$ cat src/rtl/mul_definition_pkg.sv
// Shared multiply/accumulate definitions: function codes and the decoded accumulator op.
// The decode helper lives here so every consumer agrees on what a Func value means.
package mul_definition;

    localparam logic [5:0] FUNC_MADD  = 6'h00;
    localparam logic [5:0] FUNC_MADDU = 6'h01;
    localparam logic [5:0] FUNC_MSUB  = 6'h04;
    localparam logic [5:0] FUNC_MSUBU = 6'h05;
    localparam logic [5:0] FUNC_MFHI  = 6'h10;
    localparam logic [5:0] FUNC_MTHI  = 6'h11;
    localparam logic [5:0] FUNC_MFLO  = 6'h12;
    localparam logic [5:0] FUNC_MTLO  = 6'h13;
    localparam logic [5:0] FUNC_MULT  = 6'h18;
    localparam logic [5:0] FUNC_MULTU = 6'h19;

    typedef enum logic [3:0] {
        OP_NONE  = 4'd0,
        OP_MFHI  = 4'd1,
        OP_MFLO  = 4'd2,
        OP_MTHI  = 4'd3,
        OP_MTLO  = 4'd4,
        OP_MULT  = 4'd5,
        OP_MULTU = 4'd6,
        OP_MADD  = 4'd7,
        OP_MADDU = 4'd8,
        OP_MSUB  = 4'd9,
        OP_MSUBU = 4'd10
    } acc_op_e;

    // Product ops need the multiplier path selected and MTHI/MTLO need the register path;
    // an inconsistent source select is treated as an unknown op rather than guessed at.
    function automatic acc_op_e decode_op(input logic en, input logic mulop,
                                          input logic selb, input logic [5:0] func);
        acc_op_e op;
        op = OP_NONE;
        if (!en) begin
            op = OP_NONE;
        end else if (mulop) begin
            if (selb) begin
                case (func)
                    FUNC_MADD:  op = OP_MADD;
                    FUNC_MADDU: op = OP_MADDU;
                    FUNC_MSUB:  op = OP_MSUB;
                    FUNC_MSUBU: op = OP_MSUBU;
                    default:    op = OP_NONE;
                endcase
            end else begin
                op = OP_NONE;
            end
        end else begin
            case (func)
                FUNC_MFHI:  op = OP_MFHI;
                FUNC_MFLO:  op = OP_MFLO;
                FUNC_MTHI:  op = selb ? OP_NONE : OP_MTHI;
                FUNC_MTLO:  op = selb ? OP_NONE : OP_MTLO;
                FUNC_MULT:  op = selb ? OP_MULT : OP_NONE;
                FUNC_MULTU: op = selb ? OP_MULTU : OP_NONE;
                default:    op = OP_NONE;
            endcase
        end
        return op;
    endfunction

endpackage

$ cat src/rtl/acc_addsub64.sv
// Combinational 64-bit add/subtract. carry is the add carry-out, or the borrow-out when
// subtracting; ovf is two's-complement overflow of the same operation.
module acc_addsub64
    import mul_definition::*;
(
    input  logic [63:0] a,
    input  logic [63:0] b,
    input  logic        sub,
    output logic [63:0] sum,
    output logic        carry,
    output logic        ovf
);

    logic [64:0] wide_s;

    // A 65-bit difference leaves the borrow in its top bit, so one adder serves both ops.
    always_comb begin
        wide_s = 65'd0;
        ovf    = 1'b0;
        if (sub) begin
            wide_s = {1'b0, a} - {1'b0, b};
            ovf    = (a[63] != b[63]) && (wide_s[63] != a[63]);
        end else begin
            wide_s = {1'b0, a} + {1'b0, b};
            ovf    = (a[63] == b[63]) && (wide_s[63] != a[63]);
        end
    end

    assign sum   = wide_s[63:0];
    assign carry = wide_s[64];

endmodule

$ cat src/rtl/acc_unit.sv
// HI/LO accumulator for the multiply unit. The result word and flags are combinational
// in the issuing cycle; HI and LO update on the following edge only when committed.
module acc_unit
    import mul_definition::*;
(
    input  logic        clk,
    input  logic        rst,
    input  logic        En,
    input  logic        MULSelB,
    input  logic        MULOp,
    input  logic [5:0]  Func,
    input  logic [31:0] A,
    input  logic [63:0] MULout,
    input  logic        Stall,
    input  logic        Flush,
    output logic [31:0] ACCout,
    output logic        ACCO,
    output logic        ACCZ,
    output logic        ACCN,
    output logic        ACCC
);

    acc_op_e     op_s;
    logic [31:0] hi_r;
    logic [31:0] lo_r;
    logic [31:0] hi_next_s;
    logic [31:0] lo_next_s;
    logic [63:0] sum_s;
    logic        sub_s;
    logic        carry_s;
    logic        ovf_s;
    logic        commit_s;
    logic        valid_s;
    logic [31:0] out_s;
    logic        o_s;
    logic        c_s;

    assign op_s     = decode_op(En, MULOp, MULSelB, Func);
    assign sub_s    = (op_s == OP_MSUB) || (op_s == OP_MSUBU);
    assign commit_s = En & ~Stall & ~Flush;

    acc_addsub64 u_addsub (
        .a     ({hi_r, lo_r}),
        .b     (MULout),
        .sub   (sub_s),
        .sum   (sum_s),
        .carry (carry_s),
        .ovf   (ovf_s)
    );

    // Next HI/LO per op; non-writing ops hold the current value.
    always_comb begin
        hi_next_s = hi_r;
        lo_next_s = lo_r;
        case (op_s)
            OP_MULT, OP_MULTU: begin
                hi_next_s = MULout[63:32];
                lo_next_s = MULout[31:0];
            end
            OP_MADD, OP_MADDU, OP_MSUB, OP_MSUBU: begin
                hi_next_s = sum_s[63:32];
                lo_next_s = sum_s[31:0];
            end
            OP_MTHI: hi_next_s = A;
            OP_MTLO: lo_next_s = A;
            default: begin
                hi_next_s = hi_r;
                lo_next_s = lo_r;
            end
        endcase
    end

    // Result word plus overflow/carry; the signed/unsigned variants differ only in ACCO.
    always_comb begin
        out_s   = 32'd0;
        o_s     = 1'b0;
        c_s     = 1'b0;
        valid_s = 1'b1;
        case (op_s)
            OP_MFHI:  out_s = hi_r;
            OP_MFLO:  out_s = lo_r;
            OP_MTHI, OP_MTLO: out_s = A;
            OP_MULT: begin
                out_s = MULout[31:0];
                o_s   = (MULout[63:32] != {32{MULout[31]}});
            end
            OP_MULTU: begin
                out_s = MULout[31:0];
                o_s   = (MULout[63:32] != 32'd0);
            end
            OP_MADD, OP_MSUB: begin
                out_s = sum_s[31:0];
                o_s   = ovf_s;
                c_s   = carry_s;
            end
            OP_MADDU, OP_MSUBU: begin
                out_s = sum_s[31:0];
                c_s   = carry_s;
            end
            default: valid_s = 1'b0;
        endcase
    end

    assign ACCout = out_s;
    assign ACCO   = o_s;
    assign ACCC   = c_s;
    assign ACCZ   = valid_s & (out_s == 32'd0);
    assign ACCN   = out_s[31];

    // HI/LO state: cleared asynchronously, written only on a committed edge.
    always_ff @(posedge clk or posedge rst) begin
        if (rst) begin
            hi_r <= 32'd0;
            lo_r <= 32'd0;
        end else if (commit_s) begin
            hi_r <= hi_next_s;
            lo_r <= lo_next_s;
        end
    end

endmodule
$ cat config.mk
export PLATFORM = sky130hd
export DESIGN_NAME = acc_unit
export DESIGN_NICKNAME = d
export VERILOG_FILES = /design/src/rtl/mul_definition_pkg.sv /design/src/rtl/acc_addsub64.sv /design/src/rtl/acc_unit.sv
export SDC_FILE = /design/constraint.sdc
export NUM_CORES = 1
export LEC_CHECK = 0
export ABC_AREA = 1
export CAP_MARGIN = 20
export CORE_AREA = 4 4 173 175
export DETAILED_ROUTE_END_ITERATION = 6
export DIE_AREA = 0 0 177 179
export PLACE_DENSITY = 0.83
export SLEW_MARGIN = 25
export SYNTH_ARGS = -nofsm -noshare
export SYNTH_HDL_FRONTEND = slang
export SYNTH_SLANG_ARGS = --single-unit
$ cat constraint.sdc
create_clock -name clk -period 3.4 [get_ports clk]
set_input_delay 0.34 -clock clk [delete_from_list [all_inputs] [get_ports clk]]
set_output_delay 0.34 -clock clk [all_outputs]
set_load 0.02 [all_outputs]
==> results.md, run 1 <==
- CTS Buffer Depth: 2
- Placed Area: 0.0236 mm^2
- Htree depth: 3
- YS warnings: 0
- Placed Instances: 4,175
- Root Driver: clkbuf_16
- HPWL Detailed: between 80 and 90 mm
- Tool error: [ERROR GRT-0116] Global routing finished with congestion. Check the congestion regions in the DRC Viewer.
- Post-synthesis cell area: about 0.016 mm^2
- Chip height: 179 um
- Register area share after synthesis: 0.103
- Top-area cell type share of the netlist area: 0.175
- Initial Util: 0.545
- Seq cells post-synth: 64
- Last stage: 5_1_grt
- Vias in the first global route: roughly 38,000
- Unique cell type count in the Yosys netlist: 55
- Number of synthesized flops with an enable pin: 0
- Ys async rst share: 1.00
- GRT overflow: between 3,000 and 4,000
- Final GP Congestion: between 1 and 1.5
- Gate Count Post-Synth: about 2,900
- Number of core rows: 62
- Syn nets: about 3,100
- Syn avg cell area: between 5 and 6 um^2
- Synth top area cells: nand2_1, nor2_1, inv_1
- Yosys top cell by area: nand2_1
- I/O pins: 145
- Total GRT Usage: 1.05
- Outcome: did not finish
- # port buffers: 144
- Global-route wire length before repair: between 200 and 300 mm
- DIE WIDTH: about 180 um
- Ys flop type: dfrtp_1
- Pin count of the biggest net entering global routing: 33
- CTS buffer count: 9
- # clock sinks: 64
## timing repair
action,in CTS
hold buffers,0
buffers inserted,51
setup endpoints to repair,46
cloned,3
gates resized for setup,584
pin swaps,117
## cells in the mapped netlist (11+ instances only)
cell type  instances
inv_1            439
o211ai_1          20
nor3_1            33
nand4_1           40
xor2_1            40
nor2_1           442
o21a_1            11
nand2_1          725
a21o_1            20
a221oi_1          13
nor4_1            17
nand3_1          218
o21ai_1           16
o21ai_0          155
a41oi_1           15
clkbuf_1          41
o21bai_1          23
buf_2             37
ha_1             128
dfrtp_1           64
buf_6             11
a21oi_1          225
## through the flow
stage / setup TNS [ns] / hold slack, ns / setup WS [ns] / util
detailed placement: -33.45 / 0.590 / -1.44 / 0.830
global placement: -27.71 / 0.549 / -1.42 / 0.830
floorplan: 0 / 0.495 / 0.385 / -
CTS: -0.589 / 0.301 / -0.260 / 0.915
## per-layer routing
metal  GRT usage  overflow
met1       0.864        58
met2        1.48      3222
met3       0.769        45
met4        1.13       667
met5       0.622         7
## cells by family after synthesis
family	count (synthesis)	synth area share
AO/OA/AOI/OAI	551	0.206
XOR/XNOR	46	0.0260
adder cells (fa/ha/maj)	130	0.106
buffers and inverters	544	0.141
flip-flops	64	0.103
AND/OR/NAND/NOR	1526	0.417
==> inputs of run 2 (changes only) <==
--- a/config.mk
+++ b/config.mk
@@ -7,10 +7,10 @@
 export LEC_CHECK = 0
 export ABC_AREA = 1
 export CAP_MARGIN = 20
-export CORE_AREA = 4 4 173 175
+export CORE_AREA = 4 4 202 204
 export DETAILED_ROUTE_END_ITERATION = 6
-export DIE_AREA = 0 0 177 179
-export PLACE_DENSITY = 0.83
+export DIE_AREA = 0 0 206 208
+export PLACE_DENSITY_LB_ADDON = 0.15
 export SLEW_MARGIN = 25
 export SYNTH_ARGS = -nofsm -noshare
 export SYNTH_HDL_FRONTEND = slang
==> run 2 against run 1 <==
The flow now finishes, with violations (setup timing); synthesized cell count is the same; synthesized area is the same.
==> results.md, run 2 <==
- Outcome: complete, but fails checks
- Vias: around 26,000
- Setup crit start: lo_r[0]
- I/O pins: 145 (unchanged)
- WP buf/inv: 4
- Most frequent cell after synthesis: nand2_1
- Failing checks: setup timing
- Biggest regs: hi_r: 32 flops, lo_r: 32 flops
- Max incr delay on CP: between 0.3 and 0.4 ns
- Final setup skew: 0.0138 ns
- Die Area: 0.0428 mm^2
- Max-cap viol count: 0
- Crit path kind: register to output port
- Htree depth: 3 (unchanged)
- Chip height: 208 um (+16%)
- Final GP Congestion: 1.13 (-11%)
- Avg WL per Cell: ~24 um
- Post-synth top cells: nand2_1, nor2_1, inv_1, a21oi_1, nand3_1
- Tmin final: 3.75 ns
- Worst-path clk slew: 0.08 ns
- DR DRC count: 0
- Final Max Slew Viols: 0
- Pwr Total: 13.4 mW
- RR Startpoint: lo_r[8]
- Initial antenna violation count: 9
- Post-DR vias/cell: between 5 and 6
- Critical Path AT: 3.41 ns
- GRT overflow: 0
- Routed WL: about 110 mm
- Gate Count Post-Synth: 2,861 (unchanged)
- Worst slew margin: 0.392
- Required time of the critical path: 3.06 ns
- Top-area cell type share of the netlist area: 0.175 (unchanged)
- DIE WIDTH: 206 um (+16%)
- Actual slew at the worst max-slew pin: just over 0.9 ns
- CTS Buffer Depth: 2 (unchanged)
- # clock sinks: 64 (unchanged)
- Final setup fails: 6
- Post-synthesis cell area: 0.0155 mm^2 (unchanged)
- Register area share after synthesis: 0.103 (unchanged)
- Leakage power: between 10 and 15 nW
- Synth top area cells: nand2_1, nor2_1, inv_1
- Power density cells: 479 mW/mm^2
- Period utilization: 1.10
- CTS buffer count: 9 (unchanged)
- Vias in the first global route: about 24,000
- Number of synthesized flops with an enable pin: 0 (unchanged)
- Clock Latency Late Sink: 0.39 ns
- Initial Util: 0.395 (-0.150)
- Hold Fails Final Rpt: 0
- # port buffers: 144 (unchanged)
- WP depth: 20
- Syn avg cell area: 5.42 um^2 (unchanged)
- Core area: between 0.03 and 0.04 mm^2
- Crit end category: output port
- Design area: about 0.028 mm^2
- Initial DRC count: 3,187
- Ys async rst share: 1.00 (unchanged)
- Fmax achieved: approximately 270 MHz
- Critical path fanouts, max: 4
- Total GRT Usage: 0.467
- CTS Hold Bufs: 0 (unchanged)
- CP Cell Sequence: ha_2 > inv_2 > fa_2 > o21ai_2 > buf_6 > nand2_2 > nand2_2 > nand2_2 > nand3_2 > xor2_1 > nand2_1 > nand3_4 > nand3b_1 > nor2_1 > nand2_1 > nor2_1 > buf_4 > nand2_4 > nor2_4 > buf_6
- HPWL Detailed: 86.2 mm (+3.8%)
- Number of core rows: 73 (+18%)
- CTS tree: yes
- Syn nets: 3,100 (unchanged)
- Global-route wire length before repair: approximately 150 mm
- Highest ir drop seen on vdd: ~0.32 mV
- Crit path to: ACCZ
- Most common cell after layout, fill and taps aside: buf_4
- DRT Pass-1 Iters: 6
- Reg-to-reg endpoint: hi_r[15]
- Antenna-violating nets left: 0
- Unrepaired setup endpoints after global routing: true
- Reg2Reg Depth: 19
- Area Growth Syn to Fin: 80.0%
- Root Driver: clkbuf_16
- Critical-path top delay cell: dfrtp_1
- Yosys top cell by area: nand2_1
- Most frequent cells in the layout: buf_4, nand2_1, inv_1
- Worst reg-to-reg setup slack: about 0.14 ns
- Fin worst setup slack: -0.349 ns
- Hold Crit Class: input pin to async pin
- Unique cell type count in the Yosys netlist: 55 (unchanged)
- Delay-heaviest family, CP: simple AND/OR/NAND/NOR gates
- Startpoint types: register
- Ys flop type: dfrtp_1
- Share of cells above drive strength 1: 0.406
- Pin count of the biggest net entering global routing: 39
- Placed Area: 0.0247 mm^2 (+4.6%)
- Most frequent CP cell: nand2_2
- Layout Nets: about 4,200
- YS warnings: 0 (unchanged)
- Seq cells post-synth: 64 (unchanged)
-- run 2: cell counts after synthesis --
Identical to the previous run, type by type.
-- run 2: power by group --
| group | internal [mW] | switching [mW] | total (mW) |
|---|---|---|---|
| logic | 5.06 | 6.05 | 11.1 |
| clock network | 0.577 | 0.529 | 1.11 |
| registers | 0.948 | 0.203 | 1.15 |
| total | 6.58 | 6.79 | 13.4 |
-- run 2: how the worst min path moves through the flow --
stage,start,end,cells past startpoint
after CTS,rst,hi_r[14],2
after global placement,lo_r[7],lo_r[7],2
after floorplan,MULout[0],lo_r[0],2
after detailed placement,lo_r[7],lo_r[7],2
final,rst,hi_r[14],2
after global routing,MULout[14],lo_r[14],4
-- run 2: cell type report --
type	instances	area, um^2
clock buffer	9	225
antenna	6	15.0
clock inverter	7	76.3
inverter	449	1690
timing repair buffer	1214	9690
tap	525	657
multi-input combinational	2253	14000
sequential	64	1610
fill	3493	11400
-- run 2: per-layer routing --
layer,vias to the layer above,part of all wire,routed length (um),track usage
li1,11542,-,-,-
met1,11699,0.35,37000,0.546
met2,1789,0.42,45100,0.708
met3,512,0.12,12300,0.118
met4,2,0.11,12100,0.399
met5,-,0.00012,13,0
-- run 2: per-stage QoR --
step           TNS [ns]  hold slack, ns  setup WS (ns)  utilization  std cells
2_1_floorplan         0           0.495          0.385            -       2861
3_3_place_gp     -23.61           0.545          -1.26        0.629       4428
3_5_place_dp     -25.44           0.567          -1.26        0.629       4428
4_1_cts          -0.560           0.453         -0.222        0.676       4480
5_1_grt           -1.58           0.484         -0.368        0.711       4522
6_report         -0.761           0.450         -0.349        0.711       4527
-- run 2: timing repair --
item                                    in CTS  in global routing
resized for setup                          454                310
buffers inserted                            37                 41
pin swaps                                   81                136
endpoints found under the setup margin      37                 34
gates cloned                                 0                  1
-- run 2: worst reg2reg max path, delay by kind of cell (launching register included) --
kind / cells / cell delay [ns]
AO/OA/AOI/OAI: 6 / 1.10
buffers and inverters: 7 / 0.86
adder cells (fa/ha/maj): 1 / 0.34
flip-flops: 1 / 0.43
AND/OR/NAND/NOR: 5 / 0.45
-- run 2: cell families (layout without fill, tap and decap cells) --
group | Yosys count | after routing | share of synthesized area
simple gates | 1526 | 1526 | 0.417
compound gates | 551 | 551 | 0.206
buf+inv | 544 | 1679 | 0.141
fa+ha+maj | 130 | 130 | 0.106
flops | 64 | 64 | 0.103
xor+xnor | 46 | 46 | 0.0260
other cells | 0 | 6 | 0
Note: power is estimated with default switching activity, not from simulation.
